===== src/rtl/rc_ring_out_arb_if.sv =====
// rc_ring_out_arb_if: opcode type and port bundle for the ring-output arbiter
package rc_ring_pkg;
    typedef logic [3:0] t_opcode;
endpackage

interface rc_ring_out_arb_if;
    import rc_ring_pkg::*;
    logic        PassValidQ501H;
    logic [9:0]  PassRequestorQ501H;
    t_opcode     PassOpcodeQ501H;
    logic [31:0] PassAddressQ501H;
    logic [31:0] PassDataQ501H;
    logic        F2cRspValidQ501H;
    logic [9:0]  F2cRspRequestorQ501H;
    t_opcode     F2cRspOpcodeQ501H;
    logic [31:0] F2cRspAddressQ501H;
    logic [31:0] F2cRspDataQ501H;
    logic        C2fReqValidQ501H;
    logic [9:0]  C2fReqRequestorQ501H;
    t_opcode     C2fReqOpcodeQ501H;
    logic [31:0] C2fReqAddressQ501H;
    logic [31:0] C2fReqDataQ501H;
    logic [1:0]  SelRingOutQ501H;
    logic        F2cGntQ501H;
    logic        C2fGntQ501H;
    logic        RingOutValidQ502H;
    logic [9:0]  RingOutRequestorQ502H;
    t_opcode     RingOutOpcodeQ502H;
    logic [31:0] RingOutAddressQ502H;
    logic [31:0] RingOutDataQ502H;
    logic        StarveQ501H;
    logic [7:0]  StarveCntQ501H;

    modport master (
        output PassValidQ501H, PassRequestorQ501H, PassOpcodeQ501H, PassAddressQ501H, PassDataQ501H,
        output F2cRspValidQ501H, F2cRspRequestorQ501H, F2cRspOpcodeQ501H, F2cRspAddressQ501H, F2cRspDataQ501H,
        output C2fReqValidQ501H, C2fReqRequestorQ501H, C2fReqOpcodeQ501H, C2fReqAddressQ501H, C2fReqDataQ501H,
        input  SelRingOutQ501H, F2cGntQ501H, C2fGntQ501H,
        input  RingOutValidQ502H, RingOutRequestorQ502H, RingOutOpcodeQ502H, RingOutAddressQ502H, RingOutDataQ502H,
        input  StarveQ501H, StarveCntQ501H
    );

    modport slave (
        input  PassValidQ501H, PassRequestorQ501H, PassOpcodeQ501H, PassAddressQ501H, PassDataQ501H,
        input  F2cRspValidQ501H, F2cRspRequestorQ501H, F2cRspOpcodeQ501H, F2cRspAddressQ501H, F2cRspDataQ501H,
        input  C2fReqValidQ501H, C2fReqRequestorQ501H, C2fReqOpcodeQ501H, C2fReqAddressQ501H, C2fReqDataQ501H,
        output SelRingOutQ501H, F2cGntQ501H, C2fGntQ501H,
        output RingOutValidQ502H, RingOutRequestorQ502H, RingOutOpcodeQ502H, RingOutAddressQ502H, RingOutDataQ502H,
        output StarveQ501H, StarveCntQ501H
    );
endinterface


===== src/rtl/rc_ring_out_arb.sv =====
// rc_ring_out_arb: picks pass-through / F2C response / C2F request for the ring slot and registers it
module rc_ring_out_arb #(
    parameter int unsigned STARVE_TH = 16
) (
    input logic QClk,
    input logic RstQnnnH,
    rc_ring_out_arb_if.slave ring
);
    import rc_ring_pkg::*;

    typedef enum logic [1:0] {SEL_BUBBLE, SEL_PASS, SEL_F2C, SEL_C2F} t_sel;

    localparam logic [7:0] STARVE_TH8 = 8'(STARVE_TH);

    t_sel        sel;
    logic        lastLocal;
    logic        localValid;
    logic        localGnt;
    logic [7:0]  starveCnt;
    logic [9:0]  nxtRequestor;
    t_opcode     nxtOpcode;
    logic [31:0] nxtAddress;
    logic [31:0] nxtData;
    logic        outValid;
    logic [9:0]  outRequestor;
    t_opcode     outOpcode;
    logic [31:0] outAddress;
    logic [31:0] outData;

    // Pass-through always wins; otherwise F2C wins unless C2F is valid and F2C went last
    always_comb begin
        sel = SEL_BUBBLE;
        if (ring.PassValidQ501H)
            sel = SEL_PASS;
        else if (ring.F2cRspValidQ501H && (!ring.C2fReqValidQ501H || lastLocal))
            sel = SEL_F2C;
        else if (ring.C2fReqValidQ501H)
            sel = SEL_C2F;
    end

    // Winner's fields, zeroed on a bubble so nothing stale reaches the ring
    always_comb begin
        nxtRequestor = sel == SEL_PASS ? ring.PassRequestorQ501H :
                       sel == SEL_F2C  ? ring.F2cRspRequestorQ501H :
                       sel == SEL_C2F  ? ring.C2fReqRequestorQ501H : '0;
        nxtOpcode    = sel == SEL_PASS ? ring.PassOpcodeQ501H :
                       sel == SEL_F2C  ? ring.F2cRspOpcodeQ501H :
                       sel == SEL_C2F  ? ring.C2fReqOpcodeQ501H : '0;
        nxtAddress   = sel == SEL_PASS ? ring.PassAddressQ501H :
                       sel == SEL_F2C  ? ring.F2cRspAddressQ501H :
                       sel == SEL_C2F  ? ring.C2fReqAddressQ501H : '0;
        nxtData      = sel == SEL_PASS ? ring.PassDataQ501H :
                       sel == SEL_F2C  ? ring.F2cRspDataQ501H :
                       sel == SEL_C2F  ? ring.C2fReqDataQ501H : '0;
    end

    assign localValid            = ring.F2cRspValidQ501H | ring.C2fReqValidQ501H;
    assign localGnt              = (sel == SEL_F2C) | (sel == SEL_C2F);
    assign ring.SelRingOutQ501H  = sel;
    assign ring.F2cGntQ501H      = sel == SEL_F2C;
    assign ring.C2fGntQ501H      = sel == SEL_C2F;
    assign ring.StarveCntQ501H   = starveCnt;
    assign ring.StarveQ501H      = starveCnt >= STARVE_TH8;

    // Round-robin pointer remembers which local source was granted last
    always_ff @(posedge QClk) begin
        if (RstQnnnH)
            lastLocal <= 1'b1;
        else if (localGnt)
            lastLocal <= sel == SEL_C2F;
    end

    // Consecutive cycles a pending local source went without a grant, saturating
    always_ff @(posedge QClk) begin
        if (RstQnnnH || localGnt || !localValid)
            starveCnt <= '0;
        else if (starveCnt != 8'hff)
            starveCnt <= starveCnt + 8'd1;
    end

    // Ring output slot, one cycle behind selection
    always_ff @(posedge QClk) begin
        if (RstQnnnH) begin
            outValid     <= 1'b0;
            outRequestor <= '0;
            outOpcode    <= '0;
            outAddress   <= '0;
            outData      <= '0;
        end else begin
            outValid     <= sel != SEL_BUBBLE;
            outRequestor <= nxtRequestor;
            outOpcode    <= nxtOpcode;
            outAddress   <= nxtAddress;
            outData      <= nxtData;
        end
    end

    assign ring.RingOutValidQ502H     = outValid;
    assign ring.RingOutRequestorQ502H = outRequestor;
    assign ring.RingOutOpcodeQ502H    = outOpcode;
    assign ring.RingOutAddressQ502H   = outAddress;
    assign ring.RingOutDataQ502H      = outData;
endmodule


===== src/flat_wrapper.sv =====
// flat-port wrapper written by rule: the top's interface ports become plain ports
module rc_ring_out_arb_flat import rc_ring_pkg::*;
#(
    parameter int unsigned STARVE_TH = 16
)
  (QClk, RstQnnnH, ring_PassValidQ501H, ring_PassRequestorQ501H, ring_PassOpcodeQ501H, ring_PassAddressQ501H, ring_PassDataQ501H, ring_F2cRspValidQ501H, ring_F2cRspRequestorQ501H, ring_F2cRspOpcodeQ501H, ring_F2cRspAddressQ501H, ring_F2cRspDataQ501H, ring_C2fReqValidQ501H, ring_C2fReqRequestorQ501H, ring_C2fReqOpcodeQ501H, ring_C2fReqAddressQ501H, ring_C2fReqDataQ501H, ring_SelRingOutQ501H, ring_F2cGntQ501H, ring_C2fGntQ501H, ring_RingOutValidQ502H, ring_RingOutRequestorQ502H, ring_RingOutOpcodeQ502H, ring_RingOutAddressQ502H, ring_RingOutDataQ502H, ring_StarveQ501H, ring_StarveCntQ501H);
  rc_ring_out_arb_if ring_i ();
  input logic QClk;
  input logic RstQnnnH;
  input wire logic [$bits(ring_i.PassValidQ501H)-1:0] ring_PassValidQ501H;
  input wire logic [$bits(ring_i.PassRequestorQ501H)-1:0] ring_PassRequestorQ501H;
  input wire logic [$bits(ring_i.PassOpcodeQ501H)-1:0] ring_PassOpcodeQ501H;
  input wire logic [$bits(ring_i.PassAddressQ501H)-1:0] ring_PassAddressQ501H;
  input wire logic [$bits(ring_i.PassDataQ501H)-1:0] ring_PassDataQ501H;
  input wire logic [$bits(ring_i.F2cRspValidQ501H)-1:0] ring_F2cRspValidQ501H;
  input wire logic [$bits(ring_i.F2cRspRequestorQ501H)-1:0] ring_F2cRspRequestorQ501H;
  input wire logic [$bits(ring_i.F2cRspOpcodeQ501H)-1:0] ring_F2cRspOpcodeQ501H;
  input wire logic [$bits(ring_i.F2cRspAddressQ501H)-1:0] ring_F2cRspAddressQ501H;
  input wire logic [$bits(ring_i.F2cRspDataQ501H)-1:0] ring_F2cRspDataQ501H;
  input wire logic [$bits(ring_i.C2fReqValidQ501H)-1:0] ring_C2fReqValidQ501H;
  input wire logic [$bits(ring_i.C2fReqRequestorQ501H)-1:0] ring_C2fReqRequestorQ501H;
  input wire logic [$bits(ring_i.C2fReqOpcodeQ501H)-1:0] ring_C2fReqOpcodeQ501H;
  input wire logic [$bits(ring_i.C2fReqAddressQ501H)-1:0] ring_C2fReqAddressQ501H;
  input wire logic [$bits(ring_i.C2fReqDataQ501H)-1:0] ring_C2fReqDataQ501H;
  output wire logic [$bits(ring_i.SelRingOutQ501H)-1:0] ring_SelRingOutQ501H;
  output wire logic [$bits(ring_i.F2cGntQ501H)-1:0] ring_F2cGntQ501H;
  output wire logic [$bits(ring_i.C2fGntQ501H)-1:0] ring_C2fGntQ501H;
  output wire logic [$bits(ring_i.RingOutValidQ502H)-1:0] ring_RingOutValidQ502H;
  output wire logic [$bits(ring_i.RingOutRequestorQ502H)-1:0] ring_RingOutRequestorQ502H;
  output wire logic [$bits(ring_i.RingOutOpcodeQ502H)-1:0] ring_RingOutOpcodeQ502H;
  output wire logic [$bits(ring_i.RingOutAddressQ502H)-1:0] ring_RingOutAddressQ502H;
  output wire logic [$bits(ring_i.RingOutDataQ502H)-1:0] ring_RingOutDataQ502H;
  output wire logic [$bits(ring_i.StarveQ501H)-1:0] ring_StarveQ501H;
  output wire logic [$bits(ring_i.StarveCntQ501H)-1:0] ring_StarveCntQ501H;
  assign ring_i.PassValidQ501H = ring_PassValidQ501H;
  assign ring_i.PassRequestorQ501H = ring_PassRequestorQ501H;
  assign ring_i.PassOpcodeQ501H = ring_PassOpcodeQ501H;
  assign ring_i.PassAddressQ501H = ring_PassAddressQ501H;
  assign ring_i.PassDataQ501H = ring_PassDataQ501H;
  assign ring_i.F2cRspValidQ501H = ring_F2cRspValidQ501H;
  assign ring_i.F2cRspRequestorQ501H = ring_F2cRspRequestorQ501H;
  assign ring_i.F2cRspOpcodeQ501H = ring_F2cRspOpcodeQ501H;
  assign ring_i.F2cRspAddressQ501H = ring_F2cRspAddressQ501H;
  assign ring_i.F2cRspDataQ501H = ring_F2cRspDataQ501H;
  assign ring_i.C2fReqValidQ501H = ring_C2fReqValidQ501H;
  assign ring_i.C2fReqRequestorQ501H = ring_C2fReqRequestorQ501H;
  assign ring_i.C2fReqOpcodeQ501H = ring_C2fReqOpcodeQ501H;
  assign ring_i.C2fReqAddressQ501H = ring_C2fReqAddressQ501H;
  assign ring_i.C2fReqDataQ501H = ring_C2fReqDataQ501H;
  assign ring_SelRingOutQ501H = ring_i.SelRingOutQ501H;
  assign ring_F2cGntQ501H = ring_i.F2cGntQ501H;
  assign ring_C2fGntQ501H = ring_i.C2fGntQ501H;
  assign ring_RingOutValidQ502H = ring_i.RingOutValidQ502H;
  assign ring_RingOutRequestorQ502H = ring_i.RingOutRequestorQ502H;
  assign ring_RingOutOpcodeQ502H = ring_i.RingOutOpcodeQ502H;
  assign ring_RingOutAddressQ502H = ring_i.RingOutAddressQ502H;
  assign ring_RingOutDataQ502H = ring_i.RingOutDataQ502H;
  assign ring_StarveQ501H = ring_i.StarveQ501H;
  assign ring_StarveCntQ501H = ring_i.StarveCntQ501H;
  rc_ring_out_arb #(.STARVE_TH(STARVE_TH)) u_core (.QClk(QClk), .RstQnnnH(RstQnnnH), .ring(ring_i));
endmodule

===== config.mk =====
export PLATFORM = sky130hd
export DESIGN_NAME = rc_ring_out_arb_flat
export DESIGN_NICKNAME = d
export VERILOG_FILES = /design/src/rtl/rc_ring_out_arb_if.sv /design/src/rtl/rc_ring_out_arb.sv /design/src/flat_wrapper.sv
export SDC_FILE = /design/constraint.sdc
export NUM_CORES = 1
export LEC_CHECK = 0
export ABC_CLOCK_PERIOD_IN_PS = 4200
export CAP_MARGIN = 0
export CORE_AREA = 2 2 128 130
export CTS_CLUSTER_SIZE = 20
export DETAILED_ROUTE_END_ITERATION = 16
export DIE_AREA = 0 0 130 132
export PLACE_DENSITY_LB_ADDON = 0.08
export SYNTH_ARGS = -nofsm -noshare
export SYNTH_HDL_FRONTEND = slang
export SYNTH_SLANG_ARGS = --single-unit

===== constraint.sdc =====
create_clock -name QClk -period 4.2 [get_ports QClk]
set_clock_uncertainty 0.15 [all_clocks]
set_input_delay 0.63 -clock QClk [delete_from_list [all_inputs] [get_ports QClk]]
set_output_delay 0.63 -clock QClk [all_outputs]
set_load 0.01 [all_outputs]

# ---- Yosys cells after proc, flatten, opt, wreduce, memory -nomap -nowiden
# Cells that the tools add are included.
dict set report totals {
  register_bits 88
  inputBits 239
  out_inout_bits 92
  word_cells 37
}
dict set report classes {
  addsub 1
  order_cmp 1
  eq_ne 4
  mux 15
  bitwise 2
  n_reduce_logical 7
}
# op count
set ops {}
lappend ops {{two-way mux 32 bit} 6}
lappend ops {{two-way mux 10 bit} 3}
lappend ops {{two-way mux 4 bit} 3}
lappend ops {{adder 8 x 1 -> 8 bit (second input constant)} 1}
lappend ops {{>= comparator 8 x 5 -> 1 bit (second input constant)} 1}
lappend ops {{inequality test 8 bit (second input constant)} 1}
lappend ops {{two-way mux 2 bit} 3}
lappend ops {{== test 2 bit (second input constant)} 2}
lappend ops {{logical OR 1 bit} 3}
lappend ops {{== test 2 x 1 -> 1 bit (second input constant)} 1}
lappend ops {{logical NOT 1 bit} 2}
lappend ops {{OR 1 bit} 2}
lappend ops {{nonzero test 2 bit} 1}
lappend ops {{logical AND 1 bit} 1}

# ---- Longest topological paths before layout
dict set report depth {
  depth_word 9
  ltp_mapped 6
  depth_no_buf 4
}

# ---- Worst setup path after synthesis
# No wires, ideal clock.
dict set report synth_path {
  path_kind {input -> output}
  from {input ring_PassValidQ501H}
  to {output ring_SelRingOutQ501H[0]}
  arrival_time_ps 1448
  required_time_ps 3420
  slack_ps 1972
  path_stages 4
  path_buffers 3
  cell_sequence {buf_2 buf_2 buf_2 or2_2}
}
dict set report synth_between {
  elab_chain_len 1
}
# item line_no
set synth_lines {}
lappend synth_lines {{start: declaration} flat_wrapper.sv:10} ;# input wire logic [$bits(ring_i.PassValidQ501H)-1:0] ring_PassValidQ501H;
lappend synth_lines {{two-way mux 2 bit} rc_ring_out_arb.sv:33} ;# if (ring.PassValidQ501H)
lappend synth_lines {{end: declaration} flat_wrapper.sv:25} ;# output wire logic [$bits(ring_i.SelRingOutQ501H)-1:0] ring_SelRingOutQ501H;
# Every way passes these cells.

# ---- Worst setup path in the final report
dict set report layout_path {
  from {input ring_C2fReqValidQ501H}
  to {output ring_C2fGntQ501H}
}
dict set report layout_between {
  elab_chain_len 6
}
# item line_no
set layout_lines {}
lappend layout_lines {{start: declaration} flat_wrapper.sv:20} ;# input wire logic [$bits(ring_i.C2fReqValidQ501H)-1:0] ring_C2fReqValidQ501H;
lappend layout_lines {{logical NOT 1 bit} rc_ring_out_arb.sv:35} ;# else if (ring.F2cRspValidQ501H && (!ring.C2fReqValidQ501H || lastLocal))
lappend layout_lines {{logical OR 1 bit} rc_ring_out_arb.sv:35}
lappend layout_lines {{logical AND 1 bit} rc_ring_out_arb.sv:35}
lappend layout_lines {{two-way mux 2 bit *} rc_ring_out_arb.sv:35}
lappend layout_lines {{two-way mux 2 bit *} rc_ring_out_arb.sv:33}
lappend layout_lines {{== test 2 bit *} rc_ring_out_arb.sv:61} ;# assign ring.C2fGntQ501H = sel == SEL_C2F;
lappend layout_lines {{end: declaration} flat_wrapper.sv:27} ;# output wire logic [$bits(ring_i.C2fGntQ501H)-1:0] ring_C2fGntQ501H;
# Mark *: on every way between the ends. The rest lies on a longest branch, timed or not.

==> run_results.csv <==
group,metric,value,unit
clock_network,clock_path_buffers,2,
floorplanning,die_w,130,um
yosys,yosys.area.top_type_share,37.73,%
sta,slew_violations,0,
critical_path,worstReg2RegStart,"u_core.lastLocal",
critical_path,worst_setup_path_end_kind,"output pin",
sta,rsz0062_at_grt,"false",
clock_network,cts_tree,"built",
placed_design,placedCellCount,1007,
floorplanning,row_count,46,
floorplanning,dieHeight,132,um
routing,wl_met3,1.585,mm
clock_network,cts_resized,0,
grt,grt_max_degree,115,
yosys,yosys-top-cells-count,"dfxtp_1 (88), inv_1 (82), nand2_1 (81)",
routing,dr.pass1.iters,5,
routing,vias,5058,
critical_path,start_kind,"primary input",
routing,wl,18.19,mm
sta,fin_crit,2943,ps
placed_design,port_buffers,330,
clock_network,clock-root-buffer,"clkbuf_16",
routing,dr.first_iter.drc_count,175,
routing,drc,0,
yosys,ys_warn_count,0,
yosys,synth-seq-area-share,37.73,%
sta,worstMarginPinSlew,939.2,ps
critical_path,cp.arrival,2160,ps
yosys,yosys-top-cells-area,"dfxtp_1 (38%), a221oi_2 (25%), a31oi_1 (11%)",
grt,grt_pass1_vias,5247,
worst_hold_path,worstHoldStart,"u_core.ring.StarveCntQ501H[7]",
sta,setup_viol,0,
layout,fin_cells,1021,
clock_network,cts_hold_buf,0,
grt,grt_pass1_wl,27.99,mm
yosys,ys_ff_latch,88,
critical_path,crit_top_cell,"clkdlybuf4s50_1",
grt,antenna_found_initial,0,
routing,wl_met1,6.840,mm
critical_path,critPathTopFamily,"buffers and inverters",
placed_design,place.gp.congestion,0.7696,
yosys,synth_cell_types,32,
layout,area_growth,76.18,%
worst_hold_path,hold_class,"flop to flop",
layout,num_antenna_cells,0,
grt,gr-total-overflow,0,
yosys,async_flop_share,0,%
clock_network,clkSlewWorstSetupHoldPaths,60,ps
sta,max_slew_margin,37.38,%
routing,topRoutingLayerUsed,"met4",
critical_path,slowest_delay,550,ps
floorplanning,io_pins,331,
job,cap_viol_max_count,0,
critical_path,required,3420,ps
power,power_density,278.2,nW/um^2
yosys,yosysMostFrequentCell,"dfxtp_1",
critical_path,cp.buffers_inverters,2,
sta,hold_viol,0,
clock_network,cts_max_level,3,
layout,layout.nets,1043,
floorplanning,start_util,29.72,%
grt,grt_usage,21.06,%
routing,ant_nets,0,
critical_path,path_class,"primary input to output pin",
critical_path,reg2regPathDepth,4,
placed_design,dp_hpwl,13.07,mm
yosys,netlist_area,4669,um^2
yosys,syn_nets,752,
yosys,synthCells,511,
layout,drive_gt1_share,12.80,%
sta,hold-worst-slack,406.2,ps
floorplanning,core_area,15710,um^2
critical_path,cpMaxStageDelayCell,"clkdlybuf4s50_1",
routing,route.met2.wl,9.174,mm
power,power_leakage,0.003161,uW
yosys,synth_flop_cell,"dfxtp_1",
yosys,yosysTopAreaCell,"dfxtp_1",
routing,avgViaCountPerCell,4.954,
clock_network,cts.sinks,88,
sta,finalCritPeriodShare,70.08,%
critical_path,path_max_fanout,6,
clock_network,post_cts_buffers,0,
yosys,avgSynthCellArea,9.138,um^2
critical_path,critical_path_cell_count,4,
clock_network,numCtsBuffers,9,
floorplanning,fp.dieArea,17160,um^2
critical_path,crit_chain,"clkdlybuf4s50_1, a21boi_4, nor2b_1, clkdlybuf4s50_1",
sta,finalSetupTns,0,ps
critical_path,crit_start,"ring_C2fReqValidQ501H",
power,max-vdd-ir-drop,0.1640,mV
worst_hold_path,holdPathStages,2,
clock_network,clock_latency,340,ps
routing,post_drt_wl_per_cell,17.81,um
outcome,outcome,"complete, no violations",
yosys,synth-edff-count,0,
sta,fmax,339.8,MHz
==> state kept, by name, summed over array words and instances (netlist names) <==
| register | cells |
|---|---|
| u_core.ring.RingOutAddressQ502H | 32 |
| u_core.ring.RingOutDataQ502H | 32 |
| u_core.ring.StarveCntQ501H | 8 |
| u_core.ring.RingOutValidQ502H | 1 |
| u_core.lastLocal | 1 |
| u_core.ring.RingOutRequestorQ502H | 10 |
| u_core.ring.RingOutOpcodeQ502H | 4 |
==> stage by stage <==
stage	util (%)	instance area (um^2)	power (uW)	setup WS (ps)
finish	52.36	8227	2289	1257
global route	52.36	8227	2405	1180
CTS	52.36	8227	2327	1235
detailed placement	50.73	7971	1573	1235
global placement	50.73	7971	1563	1290
floorplan	-	4669	1197	1972
==> where the power goes <==
group | switching, uW | internal, uW | leakage (uW)
combinational | 261 | 379 | 0.00230
clock | 328 | 411 | 0.000126
sequential | 16.8 | 893 | 0.000732
total | 606 | 1680 | 0.00316
==> placed cells by master (no fill, tap or decap), drive strengths merged, types with 2 or more instances in the layout <==
cell | synthesis | layout
a211oi | 3 | 3
a21oi | 5 | 5
a221oi | 78 | 78
a31oi | 79 | 79
buf | 35 | 10
clkbuf | 22 | 13
clkdlybuf4s50 | 0 | 327
dfxtp | 88 | 88
ha | 2 | 2
inv | 82 | 82
nand2 | 81 | 81
nand2b | 3 | 3
nand3 | 4 | 4
nand4 | 2 | 2
nor2 | 4 | 4
nor2b | 4 | 4
nor3 | 7 | 7
or2 | 2 | 2
==> cells by family after synthesis <==
family	share of synthesized area, %
AOI/OAI and AO/OA	37.25
DFF	37.73
and+or+nand+nor	10.40
buffers and inverters	13.88
muxes	0.2144
adders and majority gates	0.5358
==> metal layers <==
| metal | global-route usage, % | vias up |
|---|---|---|
| li1 | - | 2421 |
| met1 | 22.63 | 2383 |
| met2 | 37.38 | 220 |
| met3 | 6.940 | 34 |
| met4 | 8.841 | 0 |
| met5 | 0 | - |
==> area by class of cell <==
class / count / area, um^2
fillers: 1464 / 7486
repair buffers: 337 / 3362
multi-input cells: 284 / 2270
flip-flops and latches: 88 / 1762
inverters: 82 / 307.8
well taps: 216 / 270.3
clock buffers: 13 / 250.2
clock inverters: 1 / 5.005
==> final timing paths <==
| kind | slack, ps | endpoint |
|---|---|---|
| worst max-delay path | 1260 | ring_C2fGntQ501H |
| worst min register to register | 410 | u_core.ring.StarveCntQ501H[7] |
| worst min-delay path | 410 | u_core.ring.StarveCntQ501H[7] |
| worst max register to register | 2110 | u_core.ring.RingOutDataQ502H[10] |
==> worst reg2reg max path, cell delays in order (launching register included) <==
cell and delay, ps:
dfxtp_1 410, nand2b_2 150, buf_4 660, a31oi_1 340, a221oi_2 300
Power figures use the tool's default switching activity.
